[config.mk]
export PLATFORM = sky130hd
export DESIGN_NAME = snax_hwpe_buff_ctrl
export DESIGN_NICKNAME = d
export VERILOG_FILES = /design/src/rtl/snax_hwpe_ctrl_pkg.sv /design/src/rtl/snax_hwpe_ctrl_fifo.sv /design/src/rtl/snax_hwpe_buff_ctrl.sv
export SDC_FILE = /design/constraint.sdc
export NUM_CORES = 1
export LEC_CHECK = 0
export CORE_MARGIN = 2
export CORE_UTILIZATION = 55
export DETAILED_ROUTE_END_ITERATION = 16
export PLACE_DENSITY = 0.81
export SYNTH_ARGS = -nofsm -noshare
export SYNTH_HDL_FRONTEND = slang
export SYNTH_SLANG_ARGS = --single-unit
[constraint.sdc]
create_clock -name clk_i -period 19.7 [get_ports clk_i]
set_input_delay 3.94 -clock clk_i [delete_from_list [all_inputs] [get_ports clk_i]]
set_output_delay 3.94 -clock clk_i [all_outputs]
set_load 0.02 [all_outputs]
[src/rtl/snax_hwpe_ctrl_pkg.sv]
// Shared types and CSR decode for the buffered SNAX-to-HWPE control bridge.
// Request FIFO entries are stored already decoded as hwpe_ctrl_req_t.
package snax_hwpe_ctrl_pkg;

    localparam int unsigned PeriphWidth = 32;
    localparam int unsigned IdWidth     = 5;
    localparam logic [6:0]  OpcSystem   = 7'b1110011;

    typedef struct packed {
        logic [IdWidth-1:0]     id;
        logic [PeriphWidth-1:0] add;
        logic                   wen;
        logic [3:0]             be;
        logic [PeriphWidth-1:0] data;
        logic                   err;
    } hwpe_ctrl_req_t;

    typedef struct packed {
        logic [IdWidth-1:0]     id;
        logic                   error;
        logic [PeriphWidth-1:0] data;
    } hwpe_ctrl_rsp_t;

    typedef struct packed {
        logic [IdWidth-1:0] id;
        logic [31:0]        data_op;
        logic [63:0]        data_arga;
        logic [63:0]        data_argb;
    } acc_req_dflt_t;

    typedef struct packed {
        logic [IdWidth-1:0] id;
        logic               error;
        logic [63:0]        data;
    } acc_rsp_dflt_t;

    typedef enum logic {StIdle, StIssue} issue_state_e;

    // funct3 values 001/010/011/101/110/111 are the six Zicsr ops; bit 1 set marks the read-modify ones
    function automatic hwpe_ctrl_req_t csr_decode(
        input logic [IdWidth-1:0] id,
        input logic [6:0]         opcode,
        input logic [2:0]         funct3,
        input logic [31:0]        arga,
        input logic [31:0]        argb,
        input logic [31:0]        csr_base,
        input logic [31:0]        num_regs
    );
        hwpe_ctrl_req_t r;
        logic           is_csr;
        logic           is_read;
        logic [31:0]    off;
        is_csr  = (opcode == OpcSystem) && (funct3[1:0] != 2'b00);
        is_read = is_csr && funct3[1];
        off     = arga - csr_base;
        r.id    = id;
        r.add   = is_csr ? (off << 2) : arga;
        r.wen   = is_read;
        r.be    = is_read ? 4'h0 : 4'hF;
        r.data  = argb;
        r.err   = is_csr && (off >= num_regs);
        return r;
    endfunction

endpackage

[src/rtl/snax_hwpe_ctrl_fifo.sv]
// Generic register FIFO with a type parameter and occupancy count output.
// Latency 1 cycle push-to-head; pushes while full without a pop are dropped.
module snax_hwpe_ctrl_fifo #(
    parameter type         T     = logic [31:0],
    parameter int unsigned Depth = 4
) (
    input  logic                         clk_i,
    input  logic                         rst_i,
    input  logic                         push_i,
    input  T                             data_i,
    input  logic                         pop_i,
    output T                             data_o,
    output logic [$clog2(Depth+1)-1:0]   count_o
);

    localparam int unsigned PtrW = $clog2(Depth);
    localparam int unsigned CntW = $clog2(Depth+1);

    T                mem_q [Depth];
    logic [PtrW-1:0] wptr_q, rptr_q;
    logic [CntW-1:0] cnt_q;
    logic            empty, full, pass, do_push, do_pop;

    assign empty   = (cnt_q == '0);
    assign full    = (cnt_q == CntW'(Depth));
    // push and pop on an empty FIFO hands the word straight through
    assign pass    = empty & push_i & pop_i;
    assign do_push = push_i & (~full | pop_i) & ~pass;
    assign do_pop  = pop_i & ~empty;

    always_ff @(posedge clk_i or posedge rst_i) begin
        if (rst_i) begin
            wptr_q <= '0;
            rptr_q <= '0;
            cnt_q  <= '0;
            for (int unsigned i = 0; i < Depth; i++) begin
                mem_q[i] <= '0;
            end
        end else begin
            if (do_push) begin
                mem_q[wptr_q] <= data_i;
                wptr_q        <= wptr_q + PtrW'(1);
            end
            if (do_pop) begin
                rptr_q <= rptr_q + PtrW'(1);
            end
            cnt_q <= cnt_q + CntW'(do_push) - CntW'(do_pop);
        end
    end

    assign data_o  = empty ? data_i : mem_q[rptr_q];
    assign count_o = cnt_q;

endmodule

[src/rtl/snax_hwpe_buff_ctrl.sv]
// Buffered SNAX accelerator stream to HWPE control-port bridge; optional SNAX_HWPE_CTRL_ERR_EN range check.
// Latency >= 1 cycle request to periph; reads credit-limited by response FIFO depth.
module snax_hwpe_buff_ctrl
    import snax_hwpe_ctrl_pkg::*;
#(
    parameter int unsigned DataWidth = 64,
    parameter int unsigned ReqDepth  = 4,
    parameter int unsigned RspDepth  = 4,
    parameter int unsigned CsrBase   = 960,
    parameter int unsigned NumRegs   = 32,
    parameter type         acc_req_t = acc_req_dflt_t,
    parameter type         acc_rsp_t = acc_rsp_dflt_t
) (
    input  logic        clk_i,
    input  logic        rst_i,
    input  acc_req_t    req_i,
    input  logic        req_valid_i,
    output logic        req_ready_o,
    output acc_rsp_t    resp_o,
    output logic        resp_valid_o,
    input  logic        resp_ready_i,
    output logic        periph_req_o,
    input  logic        periph_gnt_i,
    output logic [31:0] periph_add_o,
    output logic        periph_wen_o,
    output logic [3:0]  periph_be_o,
    output logic [31:0] periph_data_o,
    output logic [4:0]  periph_id_o,
    input  logic        periph_r_valid_i,
    input  logic [31:0] periph_r_data_i,
    input  logic [4:0]  periph_r_id_i
);

    localparam int unsigned ReqCntW = $clog2(ReqDepth+1);
    localparam int unsigned RspCntW = $clog2(RspDepth+1);

    hwpe_ctrl_req_t     req_dec, req_head, iss_q, iss_d;
    logic [ReqCntW-1:0] req_cnt;
    logic               req_empty, req_push, req_pop;
    acc_rsp_t           rsp_in;
    logic [RspCntW-1:0] rsp_cnt;
    logic               rsp_push, rsp_pop;
    issue_state_e       state_q, state_d;
    logic [RspCntW-1:0] outst_q, outst_d;
    logic [RspCntW:0]   inflight;
    logic               head_err, credit_ok, head_ok, err_push, rd_gnt, r_acc;
    logic               unused_bits;

    assign req_empty   = (req_cnt == '0);
    assign req_ready_o = (req_cnt != ReqCntW'(ReqDepth));
    assign req_push    = req_valid_i & req_ready_o;

    assign req_dec = csr_decode(req_i.id, req_i.data_op[6:0], req_i.data_op[14:12],
                                req_i.data_arga[31:0], req_i.data_argb[31:0],
                                32'(CsrBase), 32'(NumRegs));

    snax_hwpe_ctrl_fifo #(
        .T     (hwpe_ctrl_req_t),
        .Depth (ReqDepth)
    ) i_req_fifo (
        .clk_i   (clk_i),
        .rst_i   (rst_i),
        .push_i  (req_push),
        .data_i  (req_dec),
        .pop_i   (req_pop),
        .data_o  (req_head),
        .count_o (req_cnt)
    );

`ifdef SNAX_HWPE_CTRL_ERR_EN
    assign head_err = req_head.err;
`else
    assign head_err = 1'b0;
`endif

    // a read sitting in the issue register already owns a credit even before its grant
    assign inflight  = {1'b0, outst_q} + {1'b0, rsp_cnt}
                     + (RspCntW+1)'((state_q == StIssue) && iss_q.wen);
    assign credit_ok = inflight < (RspCntW+1)'(RspDepth);
    assign head_ok   = ~req_empty & ~head_err & (~req_head.wen | credit_ok);

    always_comb begin
        state_d  = state_q;
        iss_d    = iss_q;
        req_pop  = 1'b0;
        err_push = 1'b0;
        case (state_q)
            StIdle: begin
                if (~req_empty && head_err) begin
                    // out-of-range reads answer locally; they must not collide with a periph response push
                    if (~req_head.wen) begin
                        req_pop = 1'b1;
                    end else if (credit_ok && ~periph_r_valid_i) begin
                        req_pop  = 1'b1;
                        err_push = 1'b1;
                    end
                end else if (head_ok) begin
                    req_pop = 1'b1;
                    iss_d   = req_head;
                    state_d = StIssue;
                end
            end
            StIssue: begin
                if (periph_gnt_i) begin
                    if (head_ok) begin
                        req_pop = 1'b1;
                        iss_d   = req_head;
                    end else begin
                        state_d = StIdle;
                    end
                end
            end
            default: state_d = StIdle;
        endcase
    end

    assign rd_gnt = (state_q == StIssue) & periph_gnt_i & iss_q.wen;
    assign r_acc  = periph_r_valid_i & (outst_q != '0);

    always_comb begin
        outst_d = outst_q;
        case ({rd_gnt, r_acc})
            2'b10:   outst_d = outst_q + RspCntW'(1);
            2'b01:   outst_d = outst_q - RspCntW'(1);
            default: outst_d = outst_q;
        endcase
    end

    always_ff @(posedge clk_i or posedge rst_i) begin
        if (rst_i) begin
            state_q <= StIdle;
            iss_q   <= '0;
            outst_q <= '0;
        end else begin
            state_q <= state_d;
            iss_q   <= iss_d;
            outst_q <= outst_d;
        end
    end

    always_comb begin
        rsp_in       = '0;
        rsp_in.id    = periph_r_id_i;
        rsp_in.error = 1'b0;
        rsp_in.data  = DataWidth'(periph_r_data_i);
        if (err_push) begin
            rsp_in.id    = req_head.id;
            rsp_in.error = 1'b1;
            rsp_in.data  = '0;
        end
    end

    assign rsp_push     = r_acc | err_push;
    assign resp_valid_o = (rsp_cnt != '0);
    assign rsp_pop      = resp_valid_o & resp_ready_i;

    snax_hwpe_ctrl_fifo #(
        .T     (acc_rsp_t),
        .Depth (RspDepth)
    ) i_rsp_fifo (
        .clk_i   (clk_i),
        .rst_i   (rst_i),
        .push_i  (rsp_push),
        .data_i  (rsp_in),
        .pop_i   (rsp_pop),
        .data_o  (resp_o),
        .count_o (rsp_cnt)
    );

    assign periph_req_o  = (state_q == StIssue);
    assign periph_add_o  = iss_q.add;
    assign periph_wen_o  = iss_q.wen;
    assign periph_be_o   = iss_q.be;
    assign periph_data_o = iss_q.data;
    assign periph_id_o   = iss_q.id;

    assign unused_bits = ^{req_i, iss_q};

    a_rvalid_outstanding: assert property (
        @(posedge clk_i) disable iff (rst_i) periph_r_valid_i |-> (outst_q != '0));

endmodule

==> impl_metrics.csv <==
group,metric,value,unit
sta,fmax,0.108,GHz
placed_design,io_buffers,234,
finish,postLayoutCoreUtil,66.5,%
sta,fin_tns_setup,0,ns
clock_network,numClockSinks,521,
route,via_per_inst,5.81,
worst_setup_path,reg2reg_to,"periph_add_o[4]",
route,wl,54900,um
power,ir_drop,0.115,mV
outcome,status,"finished, final reports clean",
sta,finalSetupViolCount,0,
clock_network,postCtsSetupBuffers,0,
die,fp-row-count,75,
die,start_util,56.0,%
placed_design,placedInstanceArea,26200,um^2
die,dieArea,44600,um^2
worst_setup_path,critPathCaptureType,"output port",
min_path,hold_path.class,"flip-flop to flip-flop",
sta,holdWs,0.474,ns
route,vias,15300,
die,die_y,211,um
finish,fillCellCount,2971,
clock_network,ctsLongestPathBuffers,3,
global_route,grt_pass1_wl,88300,um
yosys,synthesis.area_per_instance,12.7,um^2
sta,min_period,9.30,ns
yosys,ys_seq_elements,521,
clock_network,ctsHoldBuffers,0,
clock_network,insertion_delay,0.61,ns
worst_setup_path,cp.required,15.76,ns
global_route,grt_overflow,0,
die,core_area,42100,um^2
worst_setup_path,endpoint,"resp_o[3]",
worst_setup_path,crit_arrival,5.36,ns
yosys,synth_top_area_share,55.3,%
sta,drv_slew,0,
placed_design,hpwl,33200,um
power,p_per_area,180,nW/um^2
yosys,synthCells,1864,
worst_setup_path,path_class,"input pin to output port",
run,maxCapViolCount,0,
yosys,synth-edff-count,0,
route,dr.pass1.iters,7,
sta,fin_crit_sh,47.2,%
route,wl_per_cell,20.8,um
sta,relSlewSlack,26.5,%
route,drc,0,
yosys,ys_warn_count,0,
finish,final_nets,2285,
global_route,grt_pass1_vias,16300,
sta,fin_skew,0.0265,ns
finish,drive_above_1_share,27.2,%
clock_network,cts_resized,0,
clock_network,tritoncts,"built",
worst_setup_path,timing.rr.start,"i_req_fifo.rptr_q[0]",
yosys,synth.most_common_cell,"dfrtp_1",
global_route,gr-usage-all-layers,25.3,%
route,ant_nets,0,
power,power,5.04,mW
worst_setup_path,r2r_cells,6,
clock_network,cts_buffers,54,
clock_network,clk_pin_slew,0.06,ns
yosys,yosys.area.top_type,"dfrtp_1",
worst_setup_path,startpoint,"periph_r_data_i[3]",
yosys,synthArstFlopShare,100,%
finish,final_cell_area,28000,um^2
route,drt_iter0_drc,920,
finish,synthToLayoutAreaGrowth,18.7,%
power,power.static_leakage,12.4,nW
worst_setup_path,critPathMaxFanout,5,
yosys,netlist_area,23600,um^2
global_route,antenna_found_initial,4,
yosys,synth_cell_types,54,
yosys,synth_common_cells,"dfrtp_1, nand2_1, mux2_2",
die,ios,355,
sta,rsz0062_at_grt,"false",
yosys,synth-main-ff-cell,"dfrtp_1",
sta,hold_viol,0,
global_route,grt_max_degree,142,
yosys,synth.area.top_cells,"dfrtp_1, mux2_2, mux4_2",
worst_setup_path,ff2ff_setup_slack,15.99,ns
sta,worst_pin_slew,1.10,ns
clock_network,ctsRootBufferMaster,"clkbuf_16",
worst_setup_path,start_kind,"input pin",
clock_network,htreeDepth,2,
yosys,synth_seq_area_share,55.3,%
placed_design,place.gp.congestion,0.768,
die,dieWidth,211,um
## registers in the layout, summed over array words and instances (netlist names), 3 cells and up
name and count:
periph_add_o 32, outst_q 3, periph_id_o 5, periph_data_o 32, i_rsp_fifo.count_o 3, i_req_fifo.count_o 3
i_rsp_fifo.mem_q 148, i_req_fifo.mem_q 284
## routing by layer
layer	part of all wire [%]	track usage (%)
met4	2.7	8.77
met5	0.024	0
met2	51	43.2
met1	40	32.3
met3	6.1	5.46
## critical path, stage by stage
cell and delay [ns]:
clkdlybuf4s50_1 0.59, mux2_2 0.22, clkdlybuf4s50_1 0.61
## metrics by stage
| step | instances | setup WS [ns] |
|---|---|---|
| 3_5_place_dp | 2540 | 10.44 |
| 4_1_cts | 2639 | 10.41 |
| 5_1_grt | 2640 | 10.39 |
| 6_report | 2642 | 10.40 |
| 2_1_floorplan | 1896 | 1.20 |
| 3_3_place_gp | 2540 | 10.45 |
## report_power, final
group          internal [mW]  switching (mW)
combinational           1.15           0.965
sequential              1.59           0.308
clock                  0.605           0.429
## layout make-up
cell class | instances | area, um^2 | area share, %
diodes | 3 | 7.51 | 0.0268
clock buffers | 75 | 1510 | 5.39
clock inverters | 24 | 293 | 1.05
inverters | 18 | 75.1 | 0.268
multi-input cells | 1205 | 9880 | 35.3
flip-flops and latches | 521 | 13000 | 46.6
well taps | 539 | 674 | 2.41
repair buffers | 257 | 2510 | 8.98
## cell families (layout without fill, tap and decap cells)
kind of cell    Yosys count  count (layout)  share of synthesized area (%)
compound gates          151             151                           3.75
xor+xnor                 25              25                          0.928
fa+ha+maj                20              20                           1.16
buf+inv                 170             374                           3.57
flops                   521             521                           55.3
mux                     441             441                           26.1
other cells               1              36                         0.0159
simple gates            535             535                           9.19
## cell usage in the layout (no fill, tap or decap), types with 17 or more instances in the layout
| master | n |
|---|---|
| nor2_1 | 39 |
| mux2_2 | 319 |
| mux4_2 | 108 |
| a21oi_1 | 22 |
| buf_4 | 23 |
| nand2_1 | 440 |
| clkdlybuf4s50_1 | 234 |
| o21ai_0 | 79 |
| inv_1 | 17 |
| clkbuf_16 | 54 |
| dfrtp_1 | 517 |
| conb_1 | 33 |
| ha_1 | 17 |
| xnor2_1 | 17 |
## how the worst min path moves through the flow
stage	from	endpoint	slack [ns]	depth (start not counted)
3_5_place_dp	i_req_fifo.mem_q[99]	i_req_fifo.mem_q[99]	0.46	2
5_1_grt	i_req_fifo.mem_q[97]	i_req_fifo.mem_q[97]	0.49	2
2_1_floorplan	i_req_fifo.mem_q[100]	i_req_fifo.mem_q[100]	0.44	2
6_report	i_req_fifo.mem_q[102]	i_req_fifo.mem_q[102]	0.47	2
4_1_cts	i_req_fifo.mem_q[99]	i_req_fifo.mem_q[99]	0.47	2
3_3_place_gp	i_req_fifo.mem_q[83]	i_req_fifo.mem_q[83]	0.45	2
(Power assumes the default switching activity.)
